## src/rtl/cmd_aggregator_pkg.sv

```systemverilog
// Shared types and widths for the command aggregator slice.
// Optional feature macro used by this slice: CMD_TIMEOUT_EN.
package cmd_pkg;

  localparam int unsigned BYTE_W  = 8;
  localparam int unsigned STAGE_W = 16;
  localparam int unsigned CMD_W   = 24;

  typedef enum logic [1:0] {
    AGG_B0,
    AGG_B1,
    AGG_B2
  } AggState;

  typedef enum logic {
    TX_IDLE,
    TX_BUSY
  } TxState;

  // Command payload in wire order: first received byte is the most significant.
  typedef struct packed {
    logic [BYTE_W-1:0] b0;
    logic [BYTE_W-1:0] b1;
    logic [BYTE_W-1:0] b2;
  } cmd_bytes_t;

  function automatic logic [CMD_W-1:0] pack_cmd(input logic [STAGE_W-1:0] stage,
                                                input logic [BYTE_W-1:0]  last);
    cmd_bytes_t c;
    c.b0 = stage[STAGE_W-1:BYTE_W];
    c.b1 = stage[BYTE_W-1:0];
    c.b2 = last;
    return c;
  endfunction

endpackage

```

## src/rtl/cmd_aggregator_if.sv

```systemverilog
// UART-side and command-side signal bundle of cmd_aggregator.
// master = environment (UART, cmd_module); slave = cmd_aggregator.
interface cmd_aggregator_if;
  import cmd_pkg::*;

  logic [BYTE_W-1:0] rx_data;
  logic              rx_rdy;
  logic              clr_rx_rdy;
  logic [CMD_W-1:0]  cmd;
  logic              cmd_rdy;
  logic              clr_cmd_rdy;
  logic              cmd_ovr;
  logic              cmd_timeout;
  logic [BYTE_W-1:0] resp_data;
  logic              send_resp;
  logic              resp_full;
  logic              resp_ovr;
  logic [BYTE_W-1:0] tx_data;
  logic              trmt;
  logic              tx_done;

  modport master (
    output rx_data, rx_rdy, clr_cmd_rdy, resp_data, send_resp, tx_done,
    input  clr_rx_rdy, cmd, cmd_rdy, cmd_ovr, cmd_timeout,
           resp_full, resp_ovr, tx_data, trmt
  );

  modport slave (
    input  rx_data, rx_rdy, clr_cmd_rdy, resp_data, send_resp, tx_done,
    output clr_rx_rdy, cmd, cmd_rdy, cmd_ovr, cmd_timeout,
           resp_full, resp_ovr, tx_data, trmt
  );

endinterface

```

## src/rtl/cmd_aggregator_resp_fifo.sv

```systemverilog
// Response byte FIFO: wrap-around pointers, occupancy counter, flags decoded from count.
// A push while full is accepted only when a pop happens in the same cycle.
module resp_fifo #(
  parameter int unsigned RESP_DEPTH = 8,
  parameter int unsigned DATA_W     = 8
) (
  input  logic              clk,
  input  logic              rst_n,
  input  logic              push,
  input  logic              pop,
  input  logic [DATA_W-1:0] din,
  output logic [DATA_W-1:0] dout,
  output logic              full,
  output logic              empty
);

  localparam int unsigned PTR_W = $clog2(RESP_DEPTH);
  localparam int unsigned CNT_W = PTR_W + 1;

  logic [DATA_W-1:0] mem [RESP_DEPTH];
  logic [PTR_W-1:0]  wr_ptr;
  logic [PTR_W-1:0]  rd_ptr;
  logic [CNT_W-1:0]  count;
  logic              wr_en;
  logic              rd_en;

  assign full  = (count == CNT_W'(RESP_DEPTH));
  assign empty = (count == '0);
  assign wr_en = push && (!full || pop);
  assign rd_en = pop && !empty;
  assign dout  = mem[rd_ptr];

  // Pointers and occupancy; reset empties the FIFO.
  always_ff @(posedge clk) begin
    if (!rst_n) begin
      wr_ptr <= '0;
      rd_ptr <= '0;
      count  <= '0;
    end else begin
      if (wr_en) wr_ptr <= wr_ptr + PTR_W'(1);
      if (rd_en) rd_ptr <= rd_ptr + PTR_W'(1);
      count <= count + CNT_W'(wr_en) - CNT_W'(rd_en);
    end
  end

  // Storage needs no reset: contents are only visible through the pointers.
  always_ff @(posedge clk) begin
    if (wr_en) mem[wr_ptr] <= din;
  end

endmodule

```

## src/rtl/cmd_aggregator.sv

```systemverilog
// Assembles 3 RX bytes into a 24-bit command and drains a response FIFO to UART TX.
// Define CMD_TIMEOUT_EN to discard partial commands after TIMEOUT_CYC idle cycles.
module cmd_aggregator
  import cmd_pkg::*;
#(
  parameter int unsigned RESP_DEPTH  = 8,
  parameter int unsigned TIMEOUT_CYC = 1_000_000
) (
  input  logic             clk,
  input  logic             rst_n,
  cmd_aggregator_if.slave  bus
);

  if (RESP_DEPTH < 2 || (RESP_DEPTH & (RESP_DEPTH - 1)) != 0 || TIMEOUT_CYC < 2) begin : g_param_chk
    $error("cmd_aggregator: RESP_DEPTH must be a power of 2 >= 2, TIMEOUT_CYC >= 2");
  end

  AggState            agg_state;
  logic [STAGE_W-1:0] stage;
  logic [CMD_W-1:0]   cmd_q;
  logic               cmd_rdy_q;
  logic               cmd_ovr_q;
  logic               clr_rx_q;
  logic               take;
  logic               expire;

  // A byte still flagged on the cycle after its clr_rx_rdy pulse is the same byte.
  assign take = bus.rx_rdy && !clr_rx_q;

`ifdef CMD_TIMEOUT_EN
  localparam int unsigned TMO_W = $clog2(TIMEOUT_CYC);

  logic [TMO_W-1:0] tmo_cnt;
  logic             tmo_q;

  assign expire = (agg_state != AGG_B0) && (tmo_cnt == TMO_W'(TIMEOUT_CYC - 1));

  always_ff @(posedge clk) begin
    if (!rst_n) begin
      tmo_cnt <= '0;
      tmo_q   <= 1'b0;
    end else begin
      tmo_q <= expire;
      if (take || expire || agg_state == AGG_B0) tmo_cnt <= '0;
      else                                       tmo_cnt <= tmo_cnt + TMO_W'(1);
    end
  end

  assign bus.cmd_timeout = tmo_q;
`else
  assign expire          = 1'b0;
  assign bus.cmd_timeout = 1'b0;
`endif

  // Aggregator FSM with command handshake and overrun flag.
  always_ff @(posedge clk) begin
    if (!rst_n) begin
      agg_state <= AGG_B0;
      stage     <= '0;
      cmd_q     <= '0;
      cmd_rdy_q <= 1'b0;
      cmd_ovr_q <= 1'b0;
      clr_rx_q  <= 1'b0;
    end else begin
      clr_rx_q <= take;
      if (bus.clr_cmd_rdy) cmd_rdy_q <= 1'b0;
      if (take) begin
        if (expire) begin
          // Byte arriving on the expiry cycle starts a fresh command.
          stage     <= {bus.rx_data, BYTE_W'(0)};
          agg_state <= AGG_B1;
        end else begin
          case (agg_state)
            AGG_B0: begin
              stage[STAGE_W-1:BYTE_W] <= bus.rx_data;
              agg_state               <= AGG_B1;
            end
            AGG_B1: begin
              stage[BYTE_W-1:0] <= bus.rx_data;
              agg_state         <= AGG_B2;
            end
            AGG_B2: begin
              agg_state <= AGG_B0;
              if (cmd_rdy_q && !bus.clr_cmd_rdy) begin
                cmd_ovr_q <= 1'b1;
              end else begin
                cmd_q     <= pack_cmd(stage, bus.rx_data);
                cmd_rdy_q <= 1'b1;
              end
            end
            default: agg_state <= AGG_B0;
          endcase
        end
      end else if (expire) begin
        agg_state <= AGG_B0;
        stage     <= '0;
      end
    end
  end

  assign bus.clr_rx_rdy = clr_rx_q;
  assign bus.cmd        = cmd_q;
  assign bus.cmd_rdy    = cmd_rdy_q;
  assign bus.cmd_ovr    = cmd_ovr_q;

  TxState            tx_state;
  logic [BYTE_W-1:0] tx_data_q;
  logic              trmt_q;
  logic              resp_ovr_q;
  logic              fifo_pop;
  logic              fifo_full;
  logic              fifo_empty;
  logic [BYTE_W-1:0] fifo_head;

  // The head stays in the FIFO while it is on the wire and is popped on tx_done.
  assign fifo_pop = (tx_state == TX_BUSY) && bus.tx_done;

  resp_fifo #(
    .RESP_DEPTH (RESP_DEPTH),
    .DATA_W     (BYTE_W)
  ) u_resp_fifo (
    .clk   (clk),
    .rst_n (rst_n),
    .push  (bus.send_resp),
    .pop   (fifo_pop),
    .din   (bus.resp_data),
    .dout  (fifo_head),
    .full  (fifo_full),
    .empty (fifo_empty)
  );

  // TX FSM and response overrun flag.
  always_ff @(posedge clk) begin
    if (!rst_n) begin
      tx_state   <= TX_IDLE;
      tx_data_q  <= '0;
      trmt_q     <= 1'b0;
      resp_ovr_q <= 1'b0;
    end else begin
      trmt_q <= 1'b0;
      if (bus.send_resp && fifo_full && !fifo_pop) resp_ovr_q <= 1'b1;
      case (tx_state)
        TX_IDLE: begin
          if (!fifo_empty) begin
            tx_data_q <= fifo_head;
            trmt_q    <= 1'b1;
            tx_state  <= TX_BUSY;
          end
        end
        TX_BUSY: begin
          if (bus.tx_done) tx_state <= TX_IDLE;
        end
        default: tx_state <= TX_IDLE;
      endcase
    end
  end

  assign bus.tx_data   = tx_data_q;
  assign bus.trmt      = trmt_q;
  assign bus.resp_full = fifo_full;
  assign bus.resp_ovr  = resp_ovr_q;

endmodule
```

## src/flat_wrapper.sv

```systemverilog
// flat-port wrapper written by rule: the top's interface ports become plain ports
module cmd_aggregator_flat import cmd_pkg::*;
#(
  parameter int unsigned RESP_DEPTH  = 8,
  parameter int unsigned TIMEOUT_CYC = 1_000_000
)
  (clk, rst_n, bus_rx_data, bus_rx_rdy, bus_clr_cmd_rdy, bus_resp_data, bus_send_resp, bus_tx_done, bus_clr_rx_rdy, bus_cmd, bus_cmd_rdy, bus_cmd_ovr, bus_cmd_timeout, bus_resp_full, bus_resp_ovr, bus_tx_data, bus_trmt);
  cmd_aggregator_if bus_i ();
  input  logic clk;
  input  logic rst_n;
  input wire logic [$bits(bus_i.rx_data)-1:0] bus_rx_data;
  input wire logic [$bits(bus_i.rx_rdy)-1:0] bus_rx_rdy;
  input wire logic [$bits(bus_i.clr_cmd_rdy)-1:0] bus_clr_cmd_rdy;
  input wire logic [$bits(bus_i.resp_data)-1:0] bus_resp_data;
  input wire logic [$bits(bus_i.send_resp)-1:0] bus_send_resp;
  input wire logic [$bits(bus_i.tx_done)-1:0] bus_tx_done;
  output wire logic [$bits(bus_i.clr_rx_rdy)-1:0] bus_clr_rx_rdy;
  output wire logic [$bits(bus_i.cmd)-1:0] bus_cmd;
  output wire logic [$bits(bus_i.cmd_rdy)-1:0] bus_cmd_rdy;
  output wire logic [$bits(bus_i.cmd_ovr)-1:0] bus_cmd_ovr;
  output wire logic [$bits(bus_i.cmd_timeout)-1:0] bus_cmd_timeout;
  output wire logic [$bits(bus_i.resp_full)-1:0] bus_resp_full;
  output wire logic [$bits(bus_i.resp_ovr)-1:0] bus_resp_ovr;
  output wire logic [$bits(bus_i.tx_data)-1:0] bus_tx_data;
  output wire logic [$bits(bus_i.trmt)-1:0] bus_trmt;
  assign bus_i.rx_data = bus_rx_data;
  assign bus_i.rx_rdy = bus_rx_rdy;
  assign bus_i.clr_cmd_rdy = bus_clr_cmd_rdy;
  assign bus_i.resp_data = bus_resp_data;
  assign bus_i.send_resp = bus_send_resp;
  assign bus_i.tx_done = bus_tx_done;
  assign bus_clr_rx_rdy = bus_i.clr_rx_rdy;
  assign bus_cmd = bus_i.cmd;
  assign bus_cmd_rdy = bus_i.cmd_rdy;
  assign bus_cmd_ovr = bus_i.cmd_ovr;
  assign bus_cmd_timeout = bus_i.cmd_timeout;
  assign bus_resp_full = bus_i.resp_full;
  assign bus_resp_ovr = bus_i.resp_ovr;
  assign bus_tx_data = bus_i.tx_data;
  assign bus_trmt = bus_i.trmt;
  cmd_aggregator #(.RESP_DEPTH(RESP_DEPTH), .TIMEOUT_CYC(TIMEOUT_CYC)) u_core (.clk(clk), .rst_n(rst_n), .bus(bus_i));
endmodule
```

## config.mk

```make
export PLATFORM = sky130hd
export DESIGN_NAME = cmd_aggregator_flat
export DESIGN_NICKNAME = d
export VERILOG_FILES = /design/src/rtl/cmd_aggregator_pkg.sv /design/src/rtl/cmd_aggregator_if.sv /design/src/rtl/cmd_aggregator_resp_fifo.sv /design/src/rtl/cmd_aggregator.sv /design/src/flat_wrapper.sv
export SDC_FILE = /design/constraint.sdc
export NUM_CORES = 1
export LEC_CHECK = 0
export BUFFER_PORTS_ARGS = -buffer_cell sky130_fd_sc_hd__buf_4
export CORE_ASPECT_RATIO = 0.8
export CORE_MARGIN = 3
export CORE_UTILIZATION = 40
export DETAILED_ROUTE_END_ITERATION = 10
export SLEW_MARGIN = 20
export SYNTH_ARGS = -nofsm -noshare
export SYNTH_HDL_FRONTEND = slang
export SYNTH_SLANG_ARGS = --single-unit
export TNS_END_PERCENT = 50
```

## constraint.sdc

```tcl
create_clock -name clk -period 2.9 [get_ports clk]
set_clock_uncertainty 0.1 [all_clocks]
set_input_delay 0.29 -clock clk [delete_from_list [all_inputs] [get_ports clk]]
set_output_delay 0.29 -clock clk [all_outputs]
set_load 0.01 [all_outputs]
```

==> results of run 1 <==
## worst paths after layout
check	cells after the start	slack (ns)	end
setup / recovery	11	0.35	u_core.u_resp_fifo.count[2]
hold / removal	2	0.02	u_core.u_resp_fifo.count[0]
setup reg to reg	11	0.35	u_core.u_resp_fifo.count[2]
hold reg to reg	2	0.35	u_core.bus.cmd[23]
## per-layer routing
metal	track usage	vias to the layer above	share of wire
met5	0	-	0
met4	0.0470	0	0.0087
met3	0.0517	8	0.059
met2	0.222	78	0.44
met1	0.243	1581	0.49
li1	-	1610	-
## power groups by stage
| stage | sequential [W] | clock, W | combinational (W) |
|---|---|---|---|
| 4_1_cts | 0.00226 | 0.00214 | 0.000863 |
| 3_5_place_dp | 0.00229 | 0 | 0.000856 |
| 6_report | 0.00225 | 0.00211 | 0.000851 |
| 2_1_floorplan | 0.00226 | 0 | 0.000570 |
| 5_1_grt | 0.00228 | 0.00222 | 0.000950 |
| 3_3_place_gp | 0.00228 | 0 | 0.000838 |
## Yosys cell counts (2+ instances only)
| library cell | instances |
|---|---|
| a21oi_1 | 45 |
| a22oi_1 | 16 |
| a32o_1 | 8 |
| and2_1 | 3 |
| buf_1 | 3 |
| buf_2 | 5 |
| buf_4 | 5 |
| buf_6 | 2 |
| clkbuf_1 | 8 |
| dfxtp_1 | 66 |
| edfxtp_1 | 64 |
| ha_1 | 8 |
| inv_1 | 8 |
| mux2i_1 | 33 |
| nand2_1 | 85 |
| nand2b_1 | 3 |
| nor2_1 | 21 |
| nor2b_1 | 3 |
| nor3_1 | 6 |
| nor3b_2 | 2 |
| o211ai_1 | 2 |
| or3b_2 | 2 |
| xnor2_1 | 2 |
| xor2_1 | 4 |
## flip-flops by register name (all words and copies together) (netlist names)
name,cells
u_core.u_resp_fifo.wr_ptr,3
u_core.bus.resp_ovr,1
u_core.u_resp_fifo.count,4
u_core.bus.clr_rx_rdy,1
u_core.u_resp_fifo.mem,64
u_core.agg_state,2
u_core.u_resp_fifo.rd_ptr,3
u_core.bus.tx_data,8
u_core.bus.cmd_rdy,1
u_core.bus.cmd_ovr,1
u_core.bus.cmd,24
u_core.bus.trmt,1
u_core.tx_state,1
u_core.stage,16
## area by class of cell
| cell class | instances | share of cell area |
|---|---|---|
| Multi-Input combinational cell | 257 | 0.256 |
| Sequential cell | 130 | 0.524 |
| Timing Repair Buffer | 72 | 0.0877 |
| Clock inverter | 6 | 0.00606 |
| Clock buffer | 26 | 0.0918 |
| Tap cell | 148 | 0.0299 |
| Inverter | 8 | 0.00485 |
## cells by family (layout without fill, tap and decap cells)
logic type	count (synthesis)	count (layout)	synth area share
flip-flops	130	130	0.651
buffers and inverters	31	112	0.0314
other	1	1	0.000753
AND/OR/NAND/NOR	133	133	0.120
adder cells (fa/ha/maj)	9	9	0.0241
AO/OA/AOI/OAI	75	75	0.0955
multiplexers	33	33	0.0663
XOR/XNOR	6	6	0.0106
## through the flow
stage / hold slack [ns] / setup slack (ns) / power (W) / std cells
3_5_place_dp: 0.345 / 0.359 / 0.00315 / 614
2_1_floorplan: 0.289 / 0.526 / 0.00283 / 418
6_report: 0.0188 / 0.348 / 0.00521 / 647
4_1_cts: 0.00406 / 0.339 / 0.00526 / 647
5_1_grt: 0.0154 / 0.201 / 0.00545 / 647
3_3_place_gp: 0.342 / 0.421 / 0.00312 / 614
## what timing repair did
item / 4_1_cts / 5_1_grt
endpoints found under the hold margin: 8 / 0
buffers inserted: 0 / 0
endpoints found under the setup margin: 0 / 0
hold buffers: 1 / 0
## critical path, delay by kind of cell (launching register included)
family / cells / cell delay [ns]
DFF: 1 / 0.29
xor gates and xnor gates: 1 / 0.16
buffers and inverters: 3 / 0.21
adders and majority gates: 4 / 0.95
and+or+nand+nor: 2 / 0.46
AOI/OAI and AO/OA: 1 / 0.24
## layout by cell type, fill, tap and decap left out, types with 4 or more instances in the layout
cell / instances
a22oi_1: 16
dfxtp_1: 65
nand2_1: 85
a21oi_1: 45
xor2_1: 4
nor2_1: 21
ha_1: 8
edfxtp_1: 64
clkbuf_16: 21
buf_4: 71
a32o_1: 8
nor3_1: 6
mux2i_1: 33
inv_1: 8
==> results.toml, run 1 <==
[timing]
rsz0062_at_grt = "false"
tns_ns = 0
worst_pin_slew_ns = 0.841
finalHoldViolations = 0
max_slew_margin = 0.435
min_period_ns = 2.55
timing.fmax_ghz = 0.392
setup-violations-final = 0
slew_viol_final = 0
fin_crit_sh = 0.880

[grt]
grt_max_degree = 56
track_usage = 0.162
antenna_found_initial = 0
grt_pass1_vias = 3159
grt_pass1_wl_microns = 16900
overflow = 0

[min_path]
hp-start = "rst_n"
hp-class = "input port to flop"

[worst_setup_path]
cpMaxStageDelayCell = "or3b_4"
critPathMaxFanout = 7
startpoint_type = "flop"
required_ns = 3.07
end_kind = "flop"
worstSetupPathType = "flop to flop"
cp.arrival_ns = 2.72
r2r-start = "u_core.u_resp_fifo.count[2]"
cpPeakStageDelay_ns = 0.41
startpoint = "u_core.u_resp_fifo.count[2]"
cp_cell_sequence = "inv_1 > ha_1 > or3b_4 > o21ai_4 > ha_1 > inv_1 > ha_1 > inv_1 > fa_1 > xor2_1 > nor2_1"

[logic_synthesis]
synth_warnings = 0
yosys.area.top_type = "edfxtp_1"
synth.avg_cell_area_sq_um = 11.9
synth-async-reset-ratio = 0
seq_area_frac_synth = 0.651
synth_edf_count = 64
ys_ff_latch = 130
synthDistinctLibCells = 38
synth_top_area_frac = 0.386
synthFlopType = "dfxtp_1"
syn_inst = 418
synthesis.nets = 449
yosys-top-cells-area = "edfxtp_1, dfxtp_1, mux2i_1"
synth_area_sq_um = 4980

[run_status]
status = "completed"

[clocking]
clock_path_buffers = 2
cts_resized = 0
cts_tree = "built"
cts_sinks = 130
htreeDepth = 4
clockRootBuffer = "clkbuf_16"
numCtsBuffers = 17
clk_pin_slew_worst_paths_ns = 0.05
clk_latency_ns = 0.40

[cells_and_area]
utilization = 0.523
syn_to_final_growth_pct = 24.3
multi_input_area_sq_um = 1580
seqCellArea_sq_um = 3240
diodes = 0
finalInstanceArea_sq_um = 6190
drive_above_1_share = 0.222
fin_nets = 517
n_fill_cell = 1036

[place]
dpl.hpwl_microns = 7030
io_buffers = 59
place_area_sq_um = 5570
place_congestion = 0.822

[job]
maxCapViolations = 0

[power_and_ir_drop]
sw_frac_of_total = 0.257
p_leak_nw = 2.26
internal_power_w = 0.00387
p_sw_w = 0.00134
cellPowerDensity_nw_per_um2 = 842
ir_drop_mv = 0.439
clock_power_share = 0.404
power_frac_seq = 0.432
power_frac_comb = 0.163

[die]
ios = 61
start_util = 0.421
core_sq_um = 11800
die_x_microns = 131
dieArea_sq_um = 13800
die_h_microns = 106
rows = 35

[route]
antenna_left = 0
dr.pass1.iters = 5
num_vias = 3277
drtIter0Drc = 256
viasPerCell = 5.06
wl_microns = 10700
drc = 0
routedWlPerCell_microns = 16.6
Power figures use the tool's default switching activity.
==> inputs of run 2 (changes only) <==
Settings changed: ABC_AREA set to 1, CAP_MARGIN set to 40, MAX_ROUTING_LAYER set to met4.
==> results.toml, run 2 <==
[power_and_ir_drop]
p_leak_nw = 2.71
ir_drop_mv = 0.444
power_frac_comb = 0.184
internal_power_w = 0.00389
cellPowerDensity_nw_per_um2 = 839
clock_power_share = 0.404
sw_frac_of_total = 0.281
power_frac_seq = 0.412
p_sw_w = 0.00152

[clocking]
cts_resized = 0
htreeDepth = 4
cts_tree = "built"
cts_sinks = 130
clock_path_buffers = 2
clk_pin_slew_worst_paths_ns = 0.06
clk_latency_ns = 0.41
clockRootBuffer = "clkbuf_16"
postCtsSetupBuffers = 0
numCtsBuffers = 17
postCtsHoldBufs = 0

[timing]
max_slew_margin = 0.474
worst_pin_slew_ns = 0.786
setup_slack_ns = 0.643
min_period_ns = 2.26
slew_viol_final = 0
timing.fmax_ghz = 0.443
rsz0062_at_grt = "false"
tns_ns = 0
fin_crit_sh = 0.778
finalHoldViolations = 0
setup-violations-final = 0

[logic_synthesis]
synth.avg_cell_area_sq_um = 9.26
ys_top_cells_by_count = "nand2_1, nand3_1, inv_1"
yosys-top-cells-area = "edfxtp_1, dfxtp_1, nand2_1"
syn_inst = 574
yosys.area.top_type = "edfxtp_1"
synth_edf_count = 64
seq_area_frac_synth = 0.610
synth_warnings = 0
synth-async-reset-ratio = 0
synthesis.nets = 605
synth.most_common_cell = "nand2_1"
ys_ff_latch = 130
synthFlopType = "dfxtp_1"
synthDistinctLibCells = 31
synth_top_area_frac = 0.361
synth_area_sq_um = 5320

[worst_setup_path]
critPathMaxFanout = 5
r2r_slack_ns = 0.64
worstReg2RegEnd = "u_core.u_resp_fifo.count[2]"
end_kind = "flop"
cp.arrival_ns = 2.45
startpoint_type = "flop"
startpoint = "u_core.u_resp_fifo.count[2]"
worstSetupPathType = "flop to flop"
worstRegToRegCells = 12
r2r-start = "u_core.u_resp_fifo.count[2]"
required_ns = 3.09

[route]
viasPerCell = 4.72
drc = 0
drtIter0Drc = 268
routedWlPerCell_microns = 14.2
dr.pass1.iters = 4
num_vias = 3857
wl_microns = 11600
antenna_left = 0

[place]
dpl.hpwl_microns = 7800
place_congestion = 0.791
pre_cts_ws_ns = 0.623
io_buffers = 59

[cells_and_area]
regMostFlops = "u_core.u_resp_fifo.mem"
utilization = 0.499
layout_common_cells = "nand2_1, nand3_1, inv_1, dfxtp_1, edfxtp_1"
diodes = 0
largest_register_ffs = 64
fin_nets = 661
syn_to_final_growth_pct = 21.1
drive_above_1_share = 0.163
final_common_cell = "nand2_1"

[run_status]
status = "completed"

[min_path]
hp-class = "input port to flop"
holdPathEnd = "u_core.u_resp_fifo.mem[2][3]"
hold_depth = 1
hp-start = "bus_resp_data[3]"

[grt]
grt_pass1_wl_microns = 18600
track_usage = 0.170
overflow = 0
antenna_found_initial = 0
grt_max_degree = 35
grt_pass1_vias = 3620

[die]
die_x_microns = 135
start_util = 0.412
die_h_microns = 109
core_sq_um = 12900
ios = 61
rows = 37
dieArea_sq_um = 14700

[job]
maxCapViolations = 0
## run 2: changes by cell type after synthesis, sizes merged, moves of 6 or more
cell,delta
nand2,+43
inv,+70
a22oi,-16
mux2i,-33
a32o,-8
nor3,-6
nand3,+78
o21ai,+20
nor2,+32
## run 2: layout make-up
cell class / count / area [sq um]
repair buffers: 62 / 465
inverters: 79 / 299
clock inverters: 11 / 153
well taps: 175 / 219
flip-flops and latches: 130 / 3240
fillers: 1187 / 6470
multi-input cells: 340 / 1600
clock buffers: 21 / 464
## run 2: routing by layer
layer | GRT usage | share of wire
met5 | - | 0
met4 | 0.0480 | 0.0059
met3 | 0.0457 | 0.049
met2 | 0.274 | 0.49
met1 | 0.214 | 0.45
## run 2: worst max-delay path: stages, from the launching register on
cell     delay, ns
dfxtp_1       0.30
inv_1         0.06
ha_1          0.19
nand2_1       0.10
nand3_1       0.16
inv_1         0.14
ha_1          0.23
inv_1         0.05
ha_1          0.15
inv_1         0.06
fa_1          0.38
o21ai_0       0.16
a21oi_1       0.05
## run 2: logic make-up (layout without fill, tap and decap cells)
logic type               after synthesis  in the layout  synth area share
buffers and inverters                104            173            0.0896
AND/OR/NAND/NOR                      262            262             0.211
other                                  1              1          0.000705
adder cells (fa/ha/maj)                9              9            0.0226
AO/OA/AOI/OAI                         68             68            0.0664
flip-flops                           130            130             0.610
## run 2: metrics by stage
| step | total power [W] | hold slack, ns | cell area (sq um) | std cells |
|---|---|---|---|---|
| 2_1_floorplan | 0.00293 | 0.289 | 5320 | 574 |
| 3_3_place_gp | 0.00324 | 0.344 | 5820 | 786 |
| 3_5_place_dp | 0.00327 | 0.351 | 5820 | 786 |
| 4_1_cts | 0.00547 | 0.0168 | 6440 | 818 |
| 5_1_grt | 0.00569 | 0.0168 | 6440 | 818 |
| 6_report | 0.00541 | 0.0323 | 6440 | 818 |
## run 2: power by group through the flow
stage               Sequential (W)  Clock (W)  Combinational (W)
floorplan                  0.00226          0           0.000672
global placement           0.00225          0           0.000990
detailed placement         0.00226          0            0.00101
CTS                        0.00223    0.00223            0.00101
global route               0.00225    0.00231            0.00114
finish                     0.00223    0.00218           0.000997
## run 2: worst max-delay path by stage
stage | to | cells after the start
finish | u_core.u_resp_fifo.count[2] | 12
global placement | u_core.u_resp_fifo.count[2] | 12
global route | u_core.u_resp_fifo.count[3] | 13
floorplan | u_core.u_resp_fifo.count[2] | 12
CTS | u_core.u_resp_fifo.count[2] | 12
detailed placement | u_core.u_resp_fifo.count[2] | 12
